<file path="src/rtl/rv32i_fetch_if.sv">
// Fetch-unit bundle: instruction-memory request/response, execute-stage redirect
// and decoder handshake. master = fetch unit, slave = its environment.
interface rv32i_fetch_if;
   logic        imem_req_valid;
   logic        imem_req_ready;
   logic [31:0] imem_req_addr;
   logic        imem_rsp_valid;
   logic [31:0] imem_rsp_data;
   logic        redirect_valid;
   logic [31:0] redirect_pc;
   logic        inst_valid;
   logic        inst_ready;
   logic [31:0] inst_data;
   logic [31:0] inst_pc;
   logic        inst_fault;

   modport master (
      output imem_req_valid, imem_req_addr, inst_valid, inst_data, inst_pc, inst_fault,
      input  imem_req_ready, imem_rsp_valid, imem_rsp_data, redirect_valid, redirect_pc, inst_ready
   );

   modport slave (
      input  imem_req_valid, imem_req_addr, inst_valid, inst_data, inst_pc, inst_fault,
      output imem_req_ready, imem_rsp_valid, imem_rsp_data, redirect_valid, redirect_pc, inst_ready
   );
endinterface

</file>
<file path="src/rtl/rv32i_fetch.sv">
// RV32I fetch stage: in-order request issue, pc tracking queue and a registered
// instruction buffer. Misaligned-redirect faulting is enabled by RV32I_FETCH_MISALIGN_EN.
module rv32i_fetch #(
   parameter logic [31:0] RESET_PC = 32'h8000_0000,
   parameter int          DEPTH    = 2
) (
   input logic           clk,
   input logic           reset_n,
   rv32i_fetch_if.master bus
);
   localparam int          CW       = $clog2(DEPTH) + 1;
   localparam logic [1:0]  ST_RUN   = 2'd0;
   localparam logic [1:0]  ST_DRAIN = 2'd1;
   localparam logic [1:0]  ST_HALT  = 2'd2;
   localparam logic [31:0] NOP_WORD = 32'h0000_0013;

   logic [1:0]    state_r, state_s;
   logic [31:0]   fetch_pc_r, fetch_pc_s;
   logic          fault_pend_r, fault_pend_s;
   logic          req_valid_r, req_valid_s;
   logic          inst_valid_r;
   logic [CW-1:0] out_r, out_s;
   logic [CW-1:0] cnt_r, cnt_s;
   logic [31:0]   dat_r [DEPTH];
   logic [31:0]   dat_s [DEPTH];
   logic [31:0]   pc_r  [DEPTH];
   logic [31:0]   pc_s  [DEPTH];
   logic          flt_r [DEPTH];
   logic          flt_s [DEPTH];
   logic [31:0]   pcq_r [DEPTH];
   logic [31:0]   pcq_s [DEPTH];

   logic          accept_s, rsp_take_s, push_s, pop_s, flush_s, misalign_s, push_fault_s;
   logic [31:0]   push_data_s, push_pc_s, redirect_tgt_s;
   logic [CW-1:0] wr_idx_s, pcq_idx_s;

`ifdef RV32I_FETCH_MISALIGN_EN
   assign misalign_s     = (bus.redirect_pc[1:0] != 2'b00);
   assign redirect_tgt_s = bus.redirect_pc;
`else
   assign misalign_s     = 1'b0;
   assign redirect_tgt_s = bus.redirect_pc & 32'hFFFF_FFFC;
`endif

   assign accept_s   = req_valid_r & bus.imem_req_ready;
   assign rsp_take_s = bus.imem_rsp_valid & (out_r != {CW{1'b0}});

   // Next-state control: redirect overrides every other event in the cycle.
   always_comb begin
      state_s      = state_r;
      fetch_pc_s   = fetch_pc_r;
      fault_pend_s = fault_pend_r;
      out_s        = out_r + CW'(accept_s) - CW'(rsp_take_s);
      push_s       = 1'b0;
      pop_s        = 1'b0;
      flush_s      = 1'b0;
      push_data_s  = bus.imem_rsp_data;
      push_pc_s    = pcq_r[0];
      push_fault_s = 1'b0;
      if (bus.redirect_valid) begin
         flush_s      = 1'b1;
         fetch_pc_s   = redirect_tgt_s;
         fault_pend_s = misalign_s;
         if (misalign_s || (out_s != {CW{1'b0}})) begin
            state_s = ST_DRAIN;
         end else begin
            state_s = ST_RUN;
         end
      end else begin
         pop_s = inst_valid_r & bus.inst_ready;
         case (state_r)
            ST_RUN: begin
               push_s = rsp_take_s;
               if (accept_s) begin
                  fetch_pc_s = fetch_pc_r + 32'd4;
               end else begin
                  fetch_pc_s = fetch_pc_r;
               end
            end
            ST_DRAIN: begin
               // A pending fault is only reported once every older response has been dropped.
               if (fault_pend_r) begin
                  if (out_r == {CW{1'b0}}) begin
                     push_s       = 1'b1;
                     push_data_s  = NOP_WORD;
                     push_pc_s    = fetch_pc_r;
                     push_fault_s = 1'b1;
                     fault_pend_s = 1'b0;
                     state_s      = ST_HALT;
                  end else begin
                     state_s = ST_DRAIN;
                  end
               end else if (out_s == {CW{1'b0}}) begin
                  state_s = ST_RUN;
               end else begin
                  state_s = ST_DRAIN;
               end
            end
            ST_HALT: begin
               state_s = ST_HALT;
            end
            default: begin
               state_s = ST_RUN;
            end
         endcase
      end
      if (flush_s) begin
         cnt_s = {CW{1'b0}};
      end else begin
         cnt_s = cnt_r + CW'(push_s) - CW'(pop_s);
      end
      req_valid_s = (state_s == ST_RUN) &&
                    (({1'b0, cnt_s} + {1'b0, out_s}) < (CW+1)'(DEPTH));
   end

   // Instruction buffer as a shift register so the head entry drives inst_* directly.
   always_comb begin
      for (int i = 0; i < DEPTH; i++) begin
         dat_s[i] = dat_r[i];
         pc_s[i]  = pc_r[i];
         flt_s[i] = flt_r[i];
      end
      if (pop_s) begin
         for (int i = 0; i < DEPTH - 1; i++) begin
            dat_s[i] = dat_r[i+1];
            pc_s[i]  = pc_r[i+1];
            flt_s[i] = flt_r[i+1];
         end
      end else begin
         dat_s[0] = dat_r[0];
      end
      wr_idx_s = cnt_r - CW'(pop_s);
      if (push_s) begin
         for (int i = 0; i < DEPTH; i++) begin
            if (CW'(i) == wr_idx_s) begin
               dat_s[i] = push_data_s;
               pc_s[i]  = push_pc_s;
               flt_s[i] = push_fault_s;
            end else begin
               flt_s[i] = flt_s[i];
            end
         end
      end else begin
         flt_s[0] = flt_s[0];
      end
   end

   // In-order queue of request addresses awaiting their response.
   always_comb begin
      for (int i = 0; i < DEPTH; i++) begin
         pcq_s[i] = pcq_r[i];
      end
      if (rsp_take_s) begin
         for (int i = 0; i < DEPTH - 1; i++) begin
            pcq_s[i] = pcq_r[i+1];
         end
      end else begin
         pcq_s[0] = pcq_r[0];
      end
      pcq_idx_s = out_r - CW'(rsp_take_s);
      if (accept_s) begin
         for (int i = 0; i < DEPTH; i++) begin
            if (CW'(i) == pcq_idx_s) begin
               pcq_s[i] = fetch_pc_r;
            end else begin
               pcq_s[i] = pcq_s[i];
            end
         end
      end else begin
         pcq_s[0] = pcq_s[0];
      end
   end

   // State and storage registers.
   always_ff @(posedge clk or negedge reset_n) begin
      if (!reset_n) begin
         state_r      <= ST_RUN;
         fetch_pc_r   <= RESET_PC;
         fault_pend_r <= 1'b0;
         req_valid_r  <= 1'b0;
         inst_valid_r <= 1'b0;
         out_r        <= {CW{1'b0}};
         cnt_r        <= {CW{1'b0}};
         for (int i = 0; i < DEPTH; i++) begin
            dat_r[i] <= 32'h0000_0000;
            pc_r[i]  <= 32'h0000_0000;
            flt_r[i] <= 1'b0;
            pcq_r[i] <= 32'h0000_0000;
         end
      end else begin
         state_r      <= state_s;
         fetch_pc_r   <= fetch_pc_s;
         fault_pend_r <= fault_pend_s;
         req_valid_r  <= req_valid_s;
         inst_valid_r <= (cnt_s != {CW{1'b0}});
         out_r        <= out_s;
         cnt_r        <= cnt_s;
         for (int i = 0; i < DEPTH; i++) begin
            dat_r[i] <= dat_s[i];
            pc_r[i]  <= pc_s[i];
            flt_r[i] <= flt_s[i];
            pcq_r[i] <= pcq_s[i];
         end
      end
   end

   assign bus.imem_req_valid = req_valid_r;
   assign bus.imem_req_addr  = fetch_pc_r;
   assign bus.inst_valid     = inst_valid_r;
   assign bus.inst_data      = dat_r[0];
   assign bus.inst_pc        = pc_r[0];
   assign bus.inst_fault     = flt_r[0];
endmodule

</file>
<file path="src/flat_wrapper.sv">
// flat-port wrapper written by rule: the top's interface ports become plain ports
module rv32i_fetch_flat 
#(
   parameter logic [31:0] RESET_PC = 32'h8000_0000,
   parameter int          DEPTH    = 2
)
  (clk, reset_n, bus_imem_req_valid, bus_imem_req_addr, bus_inst_valid, bus_inst_data, bus_inst_pc, bus_inst_fault, bus_imem_req_ready, bus_imem_rsp_valid, bus_imem_rsp_data, bus_redirect_valid, bus_redirect_pc, bus_inst_ready);
  rv32i_fetch_if bus_i ();
  input logic clk;
  input logic reset_n;
  output wire logic [$bits(bus_i.imem_req_valid)-1:0] bus_imem_req_valid;
  output wire logic [$bits(bus_i.imem_req_addr)-1:0] bus_imem_req_addr;
  output wire logic [$bits(bus_i.inst_valid)-1:0] bus_inst_valid;
  output wire logic [$bits(bus_i.inst_data)-1:0] bus_inst_data;
  output wire logic [$bits(bus_i.inst_pc)-1:0] bus_inst_pc;
  output wire logic [$bits(bus_i.inst_fault)-1:0] bus_inst_fault;
  input wire logic [$bits(bus_i.imem_req_ready)-1:0] bus_imem_req_ready;
  input wire logic [$bits(bus_i.imem_rsp_valid)-1:0] bus_imem_rsp_valid;
  input wire logic [$bits(bus_i.imem_rsp_data)-1:0] bus_imem_rsp_data;
  input wire logic [$bits(bus_i.redirect_valid)-1:0] bus_redirect_valid;
  input wire logic [$bits(bus_i.redirect_pc)-1:0] bus_redirect_pc;
  input wire logic [$bits(bus_i.inst_ready)-1:0] bus_inst_ready;
  assign bus_imem_req_valid = bus_i.imem_req_valid;
  assign bus_imem_req_addr = bus_i.imem_req_addr;
  assign bus_inst_valid = bus_i.inst_valid;
  assign bus_inst_data = bus_i.inst_data;
  assign bus_inst_pc = bus_i.inst_pc;
  assign bus_inst_fault = bus_i.inst_fault;
  assign bus_i.imem_req_ready = bus_imem_req_ready;
  assign bus_i.imem_rsp_valid = bus_imem_rsp_valid;
  assign bus_i.imem_rsp_data = bus_imem_rsp_data;
  assign bus_i.redirect_valid = bus_redirect_valid;
  assign bus_i.redirect_pc = bus_redirect_pc;
  assign bus_i.inst_ready = bus_inst_ready;
  rv32i_fetch #(.RESET_PC(RESET_PC), .DEPTH(DEPTH)) u_core (.clk(clk), .reset_n(reset_n), .bus(bus_i));
endmodule
</file>
<file path="config.mk">
export PLATFORM = sky130hd
export DESIGN_NAME = rv32i_fetch_flat
export DESIGN_NICKNAME = d
export VERILOG_FILES = /design/src/rtl/rv32i_fetch_if.sv /design/src/rtl/rv32i_fetch.sv /design/src/flat_wrapper.sv
export SDC_FILE = /design/constraint.sdc
export NUM_CORES = 1
export LEC_CHECK = 0
export ABC_AREA = 0
export BUFFER_PORTS_ARGS = -buffer_cell sky130_fd_sc_hd__buf_2
export CORE_ASPECT_RATIO = 0.75
export CORE_MARGIN = 5
export CORE_UTILIZATION = 34
export CTS_BUF_LIST = sky130_fd_sc_hd__clkbuf_2
export CTS_CLUSTER_SIZE = 28
export DETAILED_ROUTE_END_ITERATION = 16
export PLACE_DENSITY = 0.55
export SYNTH_ARGS = -nofsm -noshare
export SYNTH_HDL_FRONTEND = slang
export SYNTH_SLANG_ARGS = --single-unit
</file>
<file path="constraint.sdc">
create_clock -name clk -period 8.6 [get_ports clk]
set_input_delay 0.86 -clock clk [delete_from_list [all_inputs] [get_ports clk]]
set_output_delay 0.86 -clock clk [all_outputs]
set_load 0.02 [all_outputs]
</file>
==> results.sh <==
export IMPL_outcome="completed"
export IMPL_row_count=58
export IMPL_yosys_cell_types_count=54
export IMPL_wl_per_cell_um=17.3
export IMPL_io_buffer_count=164
export IMPL_ys_seq_elements=231
export IMPL_ir_drop_uv=98.1
export IMPL_syn_area_um2=11500
export IMPL_clkPwrFrac=0.185
export IMPL_grt_max_degree=122
export IMPL_p_sw_mw=1.52
export IMPL_fin_setup_tns_ns=0
export IMPL_fin_crit_sh=0.493
export IMPL_intPower_mw=2.39
export IMPL_hold_path_class="input pin to async pin"
export IMPL_pin_count=169
export IMPL_rsz0062_at_grt="no"
export IMPL_startpoint_type="input pin"
export IMPL_fin_cells=1621
export IMPL_die_w_um=222
export IMPL_yosys_warnings=0
export IMPL_post_place_ws_ns=3.39
export IMPL_cp_data_required_time_ns=9.32
export IMPL_synthFlopType="dfrtp_1"
export IMPL_wl_met3_mm=1.82
export IMPL_cts_repair_resized=0
export IMPL_r2r_end="u_core.flt_r[0]$_DFFE_PN0P_"
export IMPL_start_util=0.344
export IMPL_reg2reg_depth=7
export IMPL_grt_pass1_wl_mm=45.6
export IMPL_postSynthCellCount=1022
export IMPL_clock_skew_ns=0.0473
export IMPL_crit_type="input pin to flip-flop"
export IMPL_seqPwrFrac=0.459
export IMPL_synth_area_top_cells="dfrtp_1 50%, mux2i_1 22%, buf_4 4.7%, mux2_2 2.9%, nand2_1 2.9%"
export IMPL_drive_gt1_frac=0.264
export IMPL_synth_edf_count=0
export IMPL_slew_viol_final=0
export IMPL_htree_num_levels=2
export IMPL_dp_cells=1517
export IMPL_post_route_util=0.381
export IMPL_nets=1204
export IMPL_wl_mm=28.0
export IMPL_tightest_slew_ns=1.10
export IMPL_cts_buffer_depth=3
export IMPL_first_iter_violations=373
export IMPL_startpoint="bus_redirect_valid"
export IMPL_synth_top_cell_by_area="dfrtp_1"
export IMPL_cts_buffers=59
export IMPL_async_flop_share=1.00
export IMPL_final_cell_area_um2=12700
export IMPL_synth_compound_area_share=0.0446
export IMPL_crit_end="u_core.flt_r[0]$_DFFE_PN0P_"
export IMPL_gp_congestion=0.724
export IMPL_combPwrFrac=0.356
export IMPL_critPathArrivalTime_ns=4.96
export IMPL_top_layer="met4"
export IMPL_p_per_area_nw_per_um2=307
export IMPL_overflow=0
export IMPL_drtPass1Iterations=4
export IMPL_root_buffer="clkbuf_2"
export IMPL_setup_violations=0
export IMPL_place_area_um2=12200
export IMPL_wl_met1_mm=13.7
export IMPL_drtAntennaViolNets=0
export IMPL_grt_pass1_vias=8243
export IMPL_clk_pin_slew_ns=0.11
export IMPL_fmaxAchievable_mhz=236
export IMPL_slew_headroom=0.265
export IMPL_maxCapViolations=0
export IMPL_period_minus_slack_ns=4.24
export IMPL_endpoint_kind="flip-flop"
export IMPL_synth_xor_area_frac=0.00840
export IMPL_core_um2=33400
export IMPL_area_growth_pct=10.7
export IMPL_die_y_um=169
export IMPL_synth_mux_area_frac=0.253
export IMPL_fp_dieArea_um2=37600
export IMPL_ys_seq_area_frac=0.504
export IMPL_switching_share=0.389
export IMPL_drc=0
export IMPL_syn_area_per_cell_um2=11.2
export IMPL_synth_fa_ha_area_frac=0.00720
export IMPL_r2r_slack_ns=5.10
export IMPL_cts_sinks=231
export IMPL_fin_ws_ns=4.36
export IMPL_vias=7726
export IMPL_hpwl_mm=17.5
export IMPL_power_leakage_nw=6.70
export IMPL_tritoncts="built"
export IMPL_track_usage=0.150
export IMPL_hold_buffers=0
export IMPL_clk_latency_ns=0.88
export IMPL_routed_wl_met2_mm=12.1
export IMPL_synth_simple_area_share=0.0879
export IMPL_finalPower_mw=3.90
export IMPL_cts_setup_buffers=0
export IMPL_reg2reg_from="u_core.bus.inst_valid$_DFF_PN0_"
export IMPL_critPathMaxFanout=43
export IMPL_viasPerCell=4.77
export IMPL_finalHoldViolCount=0
export IMPL_synth_top_cell_area_share=0.502
export IMPL_synth_top_family_by_area="multiplexers"
export IMPL_antenna_found_initial=1
export IMPL_timing_hold_ws_ns=0.0908
==> worst max-delay path, stage by stage <==
cell and delay (ns):
buf_2 0.09, buf_4 0.26, inv_2 0.59, nand3_4 0.73
inv_1 0.25, ha_1 0.19, xnor2_1 0.19, and3_4 0.83
buf_4 0.54, mux2_1 0.37
==> kinds of logic after synthesis <==
kind of cell | Yosys count
simple gates | 196
other cells | 1
flops | 231
xor+xnor | 11
fa+ha+maj | 6
mux | 286
compound gates | 85
buf+inv | 206
==> worst min path at each step <==
| stage | start | endpoint | depth (start not counted) |
|---|---|---|---|
| 2_1_floorplan | u_core.flt_r[0]$_DFFE_PN0P_ | u_core.flt_r[0]$_DFFE_PN0P_ | 1 |
| 3_3_place_gp | u_core.flt_r[0]$_DFFE_PN0P_ | u_core.flt_r[0]$_DFFE_PN0P_ | 1 |
| 3_5_place_dp | u_core.flt_r[0]$_DFFE_PN0P_ | u_core.flt_r[0]$_DFFE_PN0P_ | 1 |
| 4_1_cts | reset_n | u_core.cnt_r[1]$_DFF_PN0_ | 1 |
| 5_1_grt | reset_n | u_core.bus.inst_pc[7]$_DFF_PN0_ | 1 |
| 6_report | reset_n | u_core.bus.inst_pc[9]$_DFF_PN0_ | 1 |
==> cell usage after synthesis (4+ instances only) <==
cell type    n
dfrtp_1    230
o21ai_1     10
or3_1        6
buf_1        4
xor2_1       4
nor2_1      20
a31oi_1     14
ha_1         5
nand2_1     90
clkbuf_1    30
nor3_1       4
or4_1       17
nand2b_1     4
xnor2_1      7
nand4_1      8
mux2_2      30
inv_1       75
buf_4       72
o211ai_1     6
o31ai_1      9
o21ai_0     37
nand3_1     19
buf_2       20
mux2i_1    255
==> state kept, by name (all words and copies together) (netlist names) <==
signal,count
u_core.bus.inst_data,32
u_core.out_r,2
u_core.bus.inst_valid,1
u_core.bus.imem_req_valid,1
u_core.pc_r,32
u_core.bus.imem_req_addr,30
u_core.pcq_r,62
u_core.bus.inst_fault,1
u_core.state_r,2
u_core.fault_pend_r,1
u_core.dat_r,32
u_core.cnt_r,2
u_core.bus.inst_pc,32
u_core.flt_r,1
==> power by group through the flow <==
stage / sequential, mW / combinational [mW] / clock, mW
floorplan: 1.74 / 1.22 / 0
global placement: 1.80 / 1.38 / 0
detailed placement: 1.82 / 1.42 / 0
CTS: 1.79 / 1.42 / 0.769
global route: 1.85 / 1.56 / 0.825
finish: 1.79 / 1.39 / 0.723
==> cell usage in the layout, fill, tap and decap left out, types with 10 or more instances in the layout <==
cell / n
mux2_2: 30
buf_4: 10
nand3_1: 16
inv_1: 75
o21ai_0: 37
nand2_1: 90
mux2i_1: 255
nor2_1: 20
dfrtp_1: 230
clkbuf_2: 90
buf_2: 163
a31oi_1: 14
or4_1: 17
clkinv_1: 12
==> layout make-up <==
type / count / area [um^2]
Inverter: 76 / 285
Sequential cell: 231 / 5780
Clock inverter: 12 / 45.0
Tap cell: 450 / 563
Multi-Input combinational cell: 586 / 4670
Clock buffer: 90 / 450
Antenna cell: 2 / 5.00
Fill cell: 3384 / 20700
Timing Repair Buffer: 174 / 906
==> layer usage <==
| metal | GRT usage | up-vias |
|---|---|---|
| met5 | 0 | - |
| met4 | 0.0346 | 0 |
| met3 | 0.0444 | 44 |
| met2 | 0.233 | 182 |
| met1 | 0.208 | 3796 |
| li1 | - | 3704 |
No activity file was read; power rests on OpenSTA's default activity.
